`src/rtl/hit_encoder_pkg.sv`:
```
// hit_encoder_pkg: shared FSM state encoding for the hit encoder
package hit_encoder_pkg;
    localparam logic [0:0] IDLE  = 1'b0;
    localparam logic [0:0] DRAIN = 1'b1;
endpackage

```
`src/rtl/priority_encoder.sv`:
```
// priority_encoder: binary index of the lowest set bit of a vector, plus an any-set flag
module priority_encoder #(
    parameter int WIDTH = 16,
    localparam int LOG_WIDTH = $clog2(WIDTH)
) (
    input  logic [WIDTH-1:0]     vector,
    output logic [LOG_WIDTH-1:0] index,
    output logic                 any
);
    // scan from the top down so the lowest set bit is the last one written
    always_comb begin
        index = '0;
        for (int i = WIDTH - 1; i >= 0; i--) index = vector[i] ? LOG_WIDTH'(i) : index;
    end
    assign any = |vector;
endmodule

```
`src/rtl/hit_encoder.sv`:
```
// hit_encoder: drains a multi-hot hit vector as a stream of binary channel indices, lowest first
module hit_encoder
    import hit_encoder_pkg::*;
#(
    parameter int WIDTH = 16,
    localparam int LOG_WIDTH = $clog2(WIDTH)
) (
    input  logic                 clk,
    input  logic                 rst,
    input  logic                 in_valid,
    output logic                 in_ready,
    input  logic [WIDTH-1:0]     in_hits,
    output logic                 out_valid,
    input  logic                 out_ready,
    output logic [LOG_WIDTH-1:0] out_index,
    output logic                 out_last,
    output logic [LOG_WIDTH:0]   out_count
);
    logic [0:0]           state;
    logic [WIDTH-1:0]     pending;
    logic [LOG_WIDTH:0]   count_q;
    logic                 pend_any;
    logic                 beat;
    logic                 accept;

    function automatic logic [LOG_WIDTH:0] popcount(input logic [WIDTH-1:0] v);
        logic [LOG_WIDTH:0] c;
        c = '0;
        for (int i = 0; i < WIDTH; i++) c = c + {{LOG_WIDTH{1'b0}}, v[i]};
        return c;
    endfunction

    priority_encoder #(.WIDTH(WIDTH)) u_prio (
        .vector(pending),
        .index (out_index),
        .any   (pend_any)
    );

    assign out_valid = state == DRAIN;
    assign out_last  = out_valid & pend_any & ~|(pending & (pending - WIDTH'(1)));
    assign out_count = count_q;
    assign beat      = out_valid & out_ready;
    // completing the last beat frees the slot in the same cycle, so vectors chain without a bubble
    assign in_ready  = (state == IDLE) | (beat & out_last);
    assign accept    = in_valid & in_ready;

    // load a new vector on accept, otherwise retire the lowest pending hit on each output beat
    always_ff @(posedge clk) begin
        if (rst) begin
            state   <= IDLE;
            pending <= '0;
            count_q <= '0;
        end else if (accept) begin
            state   <= |in_hits ? DRAIN : IDLE;
            pending <= in_hits;
            count_q <= popcount(in_hits);
        end else if (beat) begin
            state   <= out_last ? IDLE : DRAIN;
            pending <= out_last ? '0 : pending & (pending - WIDTH'(1));
        end
    end
endmodule

```
`config.mk`:
```
export PLATFORM = sky130hd
export DESIGN_NAME = hit_encoder
export DESIGN_NICKNAME = d
export VERILOG_FILES = /design/src/rtl/hit_encoder_pkg.sv /design/src/rtl/priority_encoder.sv /design/src/rtl/hit_encoder.sv
export SDC_FILE = /design/constraint.sdc
export NUM_CORES = 1
export LEC_CHECK = 0
export BUFFER_PORTS_ARGS = -buffer_cell sky130_fd_sc_hd__buf_2
export CAP_MARGIN = 20
export CORE_UTILIZATION = 56
export DETAILED_ROUTE_END_ITERATION = 10
export PLACE_DENSITY_LB_ADDON = 0.2
export SLEW_MARGIN = 10
export SYNTH_ARGS = -nofsm -noshare
export SYNTH_HDL_FRONTEND = slang
export SYNTH_SLANG_ARGS = --single-unit
```
`constraint.sdc`:
```
create_clock -name clk -period 4.3 [get_ports clk]
set_clock_uncertainty 0.05 [all_clocks]
set_input_delay 0.215 -clock clk [delete_from_list [all_inputs] [get_ports clk]]
set_output_delay 0.215 -clock clk [all_outputs]
set_load 0.05 [all_outputs]
```
==> results of run 1 <==
power groups by stage:
| stage | clock (uW) | combinational [uW] | sequential, uW |
|---|---|---|---|
| floorplan | 0 | 370 | 300 |
| global placement | 0 | 489 | 263 |
| detailed placement | 0 | 504 | 263 |
| CTS | 162 | 505 | 258 |
| global route | 173 | 555 | 263 |
| finish | 163 | 503 | 259 |
through the flow:
stage | std cells | setup WS [ns] | cell area (um2) | hold WS [ns] | power (uW)
final | 286 | 0.845 | 2020 | 0.0729 | 924
after global routing | 286 | 0.574 | 2020 | 0.0866 | 992
after CTS | 286 | 0.882 | 2020 | 0.0725 | 926
after detailed placement | 282 | 0.612 | 1970 | 0.404 | 767
after global placement | 282 | 0.715 | 1970 | 0.414 | 752
after floorplan | 220 | 0.730 | 1840 | 0.290 | 670
cell type report:
class	count	area [um2]	share of cell area, %
clock buffer	3	22.5	1.11
clock inverter	1	30.0	1.48
inverter	29	109	5.38
multi-input combinational	156	1210	59.9
sequential	22	440	21.8
tap	44	55.1	2.72
timing repair buffer	31	155	7.67
sequential cells by signal, summed over array words and instances (netlist names):
name and cells:
pending 16, out_count 5, out_valid 1
worst max path at each step:
stage,to,slack [ns],cells past startpoint
2_1_floorplan,out_valid$_SDFFE_PP0P_,0.73,9
5_1_grt,in_ready,0.57,7
4_1_cts,in_ready,0.88,7
6_report,in_ready,0.85,7
3_5_place_dp,out_count[4]$_SDFFE_PP0P_,0.61,15
3_3_place_gp,out_count[4]$_SDFFE_PP0P_,0.71,15
critical path, stage by stage (launching register included):
cell	delay (ns)
dfxtp_1	0.39
or4_1	0.82
o41ai_1	0.42
a211oi_1	0.21
nor4_4	0.55
nand2_1	0.10
nand2_1	0.10
buf_2	0.27
synthesized netlist by cell type, drive strengths merged (3+ instances only):
cell type	n	area, um2
clkbuf	6	22.5
nor2	22	82.6
fa	10	200
dfxtp	22	440
a21oi	9	45.0
inv	29	109
or4	3	22.5
nor3	8	45.0
or2	3	18.8
ha	6	75.1
nor4	12	115
buf	7	58.8
mux2i	4	40.0
a22o	5	43.8
a211oi	4	40.0
nor2b	4	25.0
nand2	11	41.3
a21o	7	52.6
o21ai	10	50.1
a32oi	4	35.0
nand3	3	15.0
or3	3	18.8
cell usage in the layout (no fill, tap or decap), drive strengths merged, types with 3 or more instances in the layout:
cell     n
or4      3
buf     31
a21oi    9
inv     29
nor2b    4
a21o     7
nand3    3
nor4    12
clkbuf   3
mux2i    4
a22o     5
ha       6
nand2   11
a211oi   4
or2      3
dfxtp   22
or3      3
o21ai   10
nor2    22
a32oi    4
fa      10
nor3     8
routing by layer:
metal | GRT usage (%) | routed length, um | vias up
met1 | 38.6 | 1950 | 779
met2 | 44.1 | 2110 | 66
met3 | 3.49 | 244 | 9
met5 | 0 | 0 | -
li1 | - | - | 831
met4 | 11.2 | 86 | 0
cell families after synthesis:
family          Yosys count
buf+inv                  42
flops                    22
xor+xnor                  2
fa+ha+maj                18
compound gates           58
simple gates             74
mux                       4
==> metrics.cfg, run 1 <==
[setup_path]
worstSetupStartpointType = flop
critPathKind = flop to primary output
rrSetupSlack_ns = 0.91
setup.worst_path.end_class = primary output
reg2reg_to = pending[8]$_SDFFE_PP0P_
worstPathArrival_ns = 3.19
reg2reg_depth = 7
worstPathRequired_ns = 4.03
r2r_start = pending[0]$_SDFFE_PP0P_
cp-startpoint = pending[0]$_SDFFE_PP0P_
cp_max_fo = 14

[route]
drc = 0
first_pass_iters = 4
drt_wl_total_um = 4390
drtIter0Drc = 127
wire_per_inst_um = 15.3
vias = 1685
detail-route-antenna-nets = 0
viasPerCell = 5.89

[min_path]
worstHoldStart = in_hits[1]
min_path_cells = 2
min_to = pending[1]$_SDFFE_PP0P_
hold_class = input port to flop

[timing]
rsz0062_at_grt = false
hold_viol_final = 0
finalCriticalPeriod_ns = 3.45
finalMaxSlewViolations = 0
slew_headroom_pct = 59.6
setup_tns_ns = 0
max_freq_mhz = 289
tightest_slew_ns = 0.603
fin_crit_sh_pct = 80.3
setup_viol = 0

[global_routing]
grt_start_max_net_pins = 19
grt_overflow = 0
first_global_vias = 1550
grtUsageTotal_pct = 27.9
grt_first_pass_wirelength_um = 7250
grt_antenna_before_repair = 0

[power_and_ir_drop]
clock_power_share_pct = 17.6
powerDensity_nw_per_um2 = 457
p_switching_uw = 414
switching_share_pct = 44.8
max-vdd-ir-drop_v = 0.000303
seqPwrFrac_pct = 28.0
p_int_uw = 510
pwr-share-comb_pct = 54.4
p_leak_uw = 0.000956

[logic_synthesis]
yosys.area_share.simple_pct = 22.9
ys_ff_latch = 22
synth-main-ff-cell = dfxtp_1
synth_fp_nets = 256
ys_seq_area_share_pct = 23.9
yosys_warnings = 0
synth-xor-area-share_pct = 0.951
yosys.area_share.adder_pct = 16.0
synth-compound-area-share_pct = 23.7
synth-async-reset-ratio_pct = 0
synth_top_family_by_area = compound AO/OA/AOI/OAI gates
synth_area_um2 = 1840
synth_edf_count = 0
synth_cell_type_count = 50
syn_avg_cell_area_um2 = 8.37
synthMuxAreaShare_pct = 2.17
syn_inst = 220

[clock_tree]
cts.root.buffer_cell = clkbuf_4
clkLatencyLatePin_ns = 0.32
cts_hold_buf = 0
cts-resized-gates = 0
clockBufferDepth = 2
post_cts_buffers = 0
cts_tree = yes
cts_buffers = 3
clkSlewWorstSetupHoldPaths_ns = 0.13
clock-sinks = 22
h-tree-depth = 1

[floorplan]
core-area_um2 = 3080
die_h_um = 59.4
floorplan.die_area_um2 = 3520
row_count = 20
ioPinCount = 32
initial_core_util_pct = 59.8
die_w_um = 59.4

[cells_and_area]
fin_nets = 279
utilization_pct = 65.7
layout-drive-gt1-share_pct = 20.7
area_growth_pct = 9.85
insertedDiodeCount = 0
fillers = 269

[placed_design]
portBuffers = 31
hpwl_um = 3450
globalplace.congestion = 0.837

[status]
status = finished, final reports clean

[job]
maxCapViolations = 0

(Power assumes the default switching activity.)
==> inputs of run 2 (changes only) <==
clock period = 3.4 ns   (was 4.3 ns; I/O delays follow)
==> metrics.cfg, run 2 (synthesis results as in run 1) <==
[route]
drt_wl_total_um = 4490
wire_per_inst_um = 15.0
drtIter0Drc = 104
first_pass_iters = 4
vias = 1735
viasPerCell = 5.78
drc = 0
detail-route-antenna-nets = 0

[global_routing]
first_global_vias = 1564
grtUsageTotal_pct = 27.9
grt_antenna_before_repair = 0
grt_first_pass_wirelength_um = 7330
grt_start_max_net_pins = 19
grt_overflow = 0

[setup_path]
worstPathArrival_ns = 3.04
cp_slowest_cell = or4_1
cp_top_family = simple AND/OR/NAND/NOR gates
path_buf_inv = 2
cpPeakStageDelay_ns = 0.69
worstSetupStartpointType = flop
cpMostUsedCell = nand2_1
cp_max_fo = 10
critPathKind = flop to primary output
path_cells = or4_1, buf_4, nor4_2, o21ai_1, nor4_4, nand2_1, nand2_1, buf_2
rrSetupSlack_ns = 0.36
r2r_start = pending[5]$_SDFFE_PP0P_
setup.worst_path.end_class = primary output
reg2reg_to = pending[7]$_SDFFE_PP0P_
worstPathRequired_ns = 3.18
reg2reg_depth = 7

[power_and_ir_drop]
p_leak_uw = 0.00102
power.total_uw = 1130
powerDensity_nw_per_um2 = 535
max-vdd-ir-drop_v = 0.000455

[clock_tree]
cts.root.buffer_cell = clkbuf_4
cts_tree = yes
h-tree-depth = 1
cts_buffers = 3
clock-sinks = 22
clkLatencyLatePin_ns = 0.31
post_cts_buffers = 0
clockBufferDepth = 2
clkSlewWorstSetupHoldPaths_ns = 0.13
cts_hold_buf = 0
cts-resized-gates = 0

[status]
status = finished, final reports clean

[job]
maxCapViolations = 0

[timing]
max_freq_mhz = 306
finalMaxSlewViolations = 0
slew_headroom_pct = 54.4
setup_viol = 0
setup_tns_ns = 0
finalCriticalPeriod_ns = 3.26
whs_ns = 0.0530
rsz0062_at_grt = false
tightest_slew_ns = 0.678
hold_viol_final = 0
fin_crit_sh_pct = 96.0

[placed_design]
hpwl_um = 3650
globalplace.congestion = 0.943
place_inst = 296
portBuffers = 31

[cells_and_area]
layout-drive-gt1-share_pct = 25.0
final_common_cell = buf_2
fin_nets = 293
largest_register_ffs = 16
insertedDiodeCount = 0
final_cells = 300
top_register = pending
area_growth_pct = 15.1
utilization_pct = 68.9
layout_common_cells = buf_2 (31), inv_1 (29), nor2_1 (22), dfxtp_1 (22), buf_4 (14)

[floorplan]
row_count = 20
core-area_um2 = 3080
ioPinCount = 32
floorplan.die_area_um2 = 3520
die_h_um = 59.4
die_w_um = 59.4
initial_core_util_pct = 59.8

[min_path]
worstHoldStart = in_hits[8]
min_to = pending[8]$_SDFFE_PP0P_
min_path_cells = 2
hold_class = input port to flop

## run 2: area by class of cell
class                   count  area, um2
clock buffers               4       36.3
fillers                   273        958
inverters                  29        109
multi-input cells         156       1220
flip-flops and latches     22        440
well taps                  44       55.1
repair buffers             45        260
## run 2: worst max path at each step
stage,slack [ns],cells past startpoint,from,endpoint
2_1_floorplan,0.07,14,in_hits[11],out_count[4]$_SDFFE_PP0P_
3_3_place_gp,-0.11,15,in_hits[11],out_count[4]$_SDFFE_PP0P_
3_5_place_dp,-0.16,15,in_hits[11],out_count[4]$_SDFFE_PP0P_
4_1_cts,0.15,8,pending[0]$_SDFFE_PP0P_,in_ready
5_1_grt,0.04,8,pending[0]$_SDFFE_PP0P_,in_ready
6_report,0.14,8,pending[0]$_SDFFE_PP0P_,in_ready
## run 2: where the power goes
part	switching (uW)	leakage (uW)	internal, uW
logic	408	0.000817	251
clock network	81.6	0.0000210	65.4
registers	36.1	0.000181	291
total	526	0.00102	607
## run 2: metrics by stage
| step | instance area (um2) | setup WS (ns) |
|---|---|---|
| global placement | 2080 | -0.106 |
| floorplan | 1850 | 0.0669 |
| global route | 2120 | 0.0352 |
| finish | 2120 | 0.137 |
| detailed placement | 2080 | -0.161 |
| CTS | 2120 | 0.154 |
## run 2: metal layers
metal  wire length [um]  track usage [%]  share of wire, %
met1               1980             37.3                44
met2               2140             45.4                48
met3                259             3.49               5.8
met4                104             11.6               2.3
met5                  0                0                 0
==> inputs of run 3 (changes only) <==
ABC_AREA = 1   (was default)
CORE_UTILIZATION = 58   (was 56)
==> metrics.cfg, run 3 <==
[status]
status = finished, final reports clean

[timing]
setup_viol = 0
finalMaxSlewViolations = 0
hold_viol_final = 0
slew_headroom_pct = 64.8
fin_crit_sh_pct = 94.0
finalCriticalPeriod_ns = 3.20
max_freq_mhz = 313
rsz0062_at_grt = false
tightest_slew_ns = 0.528
setup_tns_ns = 0

[route]
wl_met3_um = 193
wire_per_inst_um = 10.9
viasPerCell = 4.91
drt_wl_total_um = 4620
drtIter0Drc = 86
wl_met1_um = 2180
wl_met2_um = 2200
dr.max_layer_used = met4
vias = 2078
detail-route-antenna-nets = 0
drc = 0
first_pass_iters = 5

[setup_path]
reg2reg_depth = 12
cp_slowest_cell = fa_1
cpMostUsedCell = fa_1
cp_max_fo = 2
cpPeakStageDelay_ns = 0.53
worstPathArrival_ns = 3.37
setup.worst_path.end_class = flop
rrSetupSlack_ns = 1.33
reg2reg_to = out_count[1]$_SDFFE_PP0P_
path_cells = buf_2, inv_1, fa_1, inv_1, fa_1, inv_1, fa_1, fa_1, inv_1, ha_1, fa_1, xor2_1, o21ai_0, nor2_1
critPathKind = input port to flop
cp-startpoint = in_hits[11]
endpoint = out_count[2]$_SDFFE_PP0P_
path_buf_inv = 5
worstPathRequired_ns = 3.57
worstSetupStartpointType = input port
r2r_start = pending[0]$_SDFFE_PP0P_
cp_top_family = adder cells
crit_cells = 14

[clock_tree]
cts_buffers = 3
h-tree-depth = 1
clockBufferDepth = 2
post_cts_buffers = 0
clkLatencyLatePin_ns = 0.31
cts_tree = yes
clock-sinks = 22
cts.root.buffer_cell = clkbuf_4
clkSlewWorstSetupHoldPaths_ns = 0.13

[logic_synthesis]
synth_cell_type_count = 34
ys_seq_area_share_pct = 20.9
synthTopCellsByCount = inv_1 (87), nand2_1 (76), nand3_1 (34)
synth_area_um2 = 2110
syn_avg_cell_area_um2 = 6.25
ys_ff_latch = 22
synth-main-ff-cell = dfxtp_1
synth_fp_nets = 374
synth_area_leaders = dfxtp_1 (21%), inv_1 (15%), nand2_1 (14%)
synth_edf_count = 0
syn_inst = 338
synth_largest_area_cell = dfxtp_1
yosys_warnings = 0
synthMostInstantiatedCell = inv_1
netlist.area_leader.share_pct = 20.9
synth-async-reset-ratio_pct = 0

[placed_design]
globalplace.congestion = 0.922
portBuffers = 31
hpwl_um = 3810
place_inst = 418

[floorplan]
initial_core_util_pct = 61.8
die_w_um = 62.3
floorplan.die_area_um2 = 3890
ioPinCount = 32
core-area_um2 = 3420
row_count = 21
die_h_um = 62.3

[power_and_ir_drop]
max-vdd-ir-drop_v = 0.000328
pwr-share-comb_pct = 55.6
p_switching_uw = 496
p_leak_uw = 0.00149
clock_power_share_pct = 14.0
seqPwrFrac_pct = 30.3
power.total_uw = 1060
p_int_uw = 564
powerDensity_nw_per_um2 = 443
switching_share_pct = 46.8

[cells_and_area]
final_common_cell = inv_1
layout_common_cells = inv_1 (87), nand2_1 (76), nand3_1 (34), buf_2 (31), nor2_1 (28)
insertedDiodeCount = 0
final_cells = 423
top_register = pending
layout-drive-gt1-share_pct = 18.8
area_growth_pct = 13.4
largest_register_ffs = 16
fin_nets = 414
utilization_pct = 70.1

[global_routing]
grt_overflow = 0
grt_antenna_before_repair = 0
grtUsageTotal_pct = 26.7
first_global_vias = 1958
grt_start_max_net_pins = 21
grt_first_pass_wirelength_um = 8240

[job]
maxCapViolations = 0

[min_path]
hold_class = input port to flop

run 3: cell types whose count changed after synthesis, moves of 5 or more:
cell	delta
a22o_1	-5
nand2_2	+5
inv_1	+58
nand3_1	+31
nor2_1	+6
o21ai_0	+17
nand2_1	+65
nor3_1	-7
nor2_2	+5
a21o_1	-7
run 3: cell type report:
| type | count | area (um2) |
|---|---|---|
| Multi-Input combinational cell | 219 | 1280 |
| Timing Repair Buffer | 44 | 255 |
| Fill cell | 322 | 1020 |
| Sequential cell | 22 | 440 |
| Tap cell | 46 | 57.6 |
| Inverter | 88 | 330 |
| Clock buffer | 4 | 36.3 |
run 3: cells by family (layout without fill, tap and decap cells):
kind of cell    count (synthesis)  in the layout  share of synthesized area, %
buf+inv                        97            136                          18.7
xor+xnor                        2              2                         0.830
fa+ha+maj                      16             16                          13.0
compound gates                 39             39                          10.8
simple gates                  162            162                          35.7
flops                          22             22                          20.9
run 3: what timing repair did:
item,CTS,global route
hold buffers,1,0
gates resized for setup,0,0
hold endpoints to repair,2,0
run 3: worst register-to-register path, cell delays in order, from the launching register on:
cell	delay, ns
dfxtp_1	0.39
nor2_4	0.20
nand2_2	0.13
nor2_4	0.13
nand2_1	0.08
nand2_1	0.07
nand2_1	0.06
nor2_2	0.15
nand4_2	0.15
nand2_4	0.20
nand2_1	0.14
o21ai_0	0.18
nor2_1	0.06
run 3: how the worst min path moves through the flow:
stage	start	to	slack [ns]	cells after the start
after floorplan	rst	pending[0]$_SDFFE_PP0P_	0.19	1
after global placement	rst	pending[0]$_SDFFE_PP0P_	0.31	2
after detailed placement	rst	pending[0]$_SDFFE_PP0P_	0.31	2
after CTS	in_hits[1]	pending[1]$_SDFFE_PP0P_	0.15	5
after global routing	in_hits[0]	pending[0]$_SDFFE_PP0P_	0.17	4
final	in_hits[1]	pending[1]$_SDFFE_PP0P_	0.16	5
run 3: power by group through the flow:
stage / Sequential (uW) / Combinational (uW) / Clock (uW)
after floorplan: 371 / 419 / 0
after global placement: 327 / 583 / 0
after detailed placement: 328 / 591 / 0
after CTS: 322 / 594 / 155
after global routing: 327 / 674 / 164
final: 322 / 590 / 149
run 3: routing by layer:
layer | vias to the layer above | GRT usage, %
li1 | 1100 | -
met1 | 932 | 34.0
met2 | 42 | 46.8
met3 | 4 | 4.23
met4 | 0 | 6.40
met5 | - | 0
run 3: through the flow:
stage               instance area, um2  hold slack, ns  setup slack, ns
finish                            2400           0.155            0.204
global route                      2400           0.169           0.0798
CTS                               2400           0.147            0.194
detailed placement                2350           0.314           -0.151
global placement                  2350           0.313          -0.0725
floorplan                         2110           0.189           0.0665
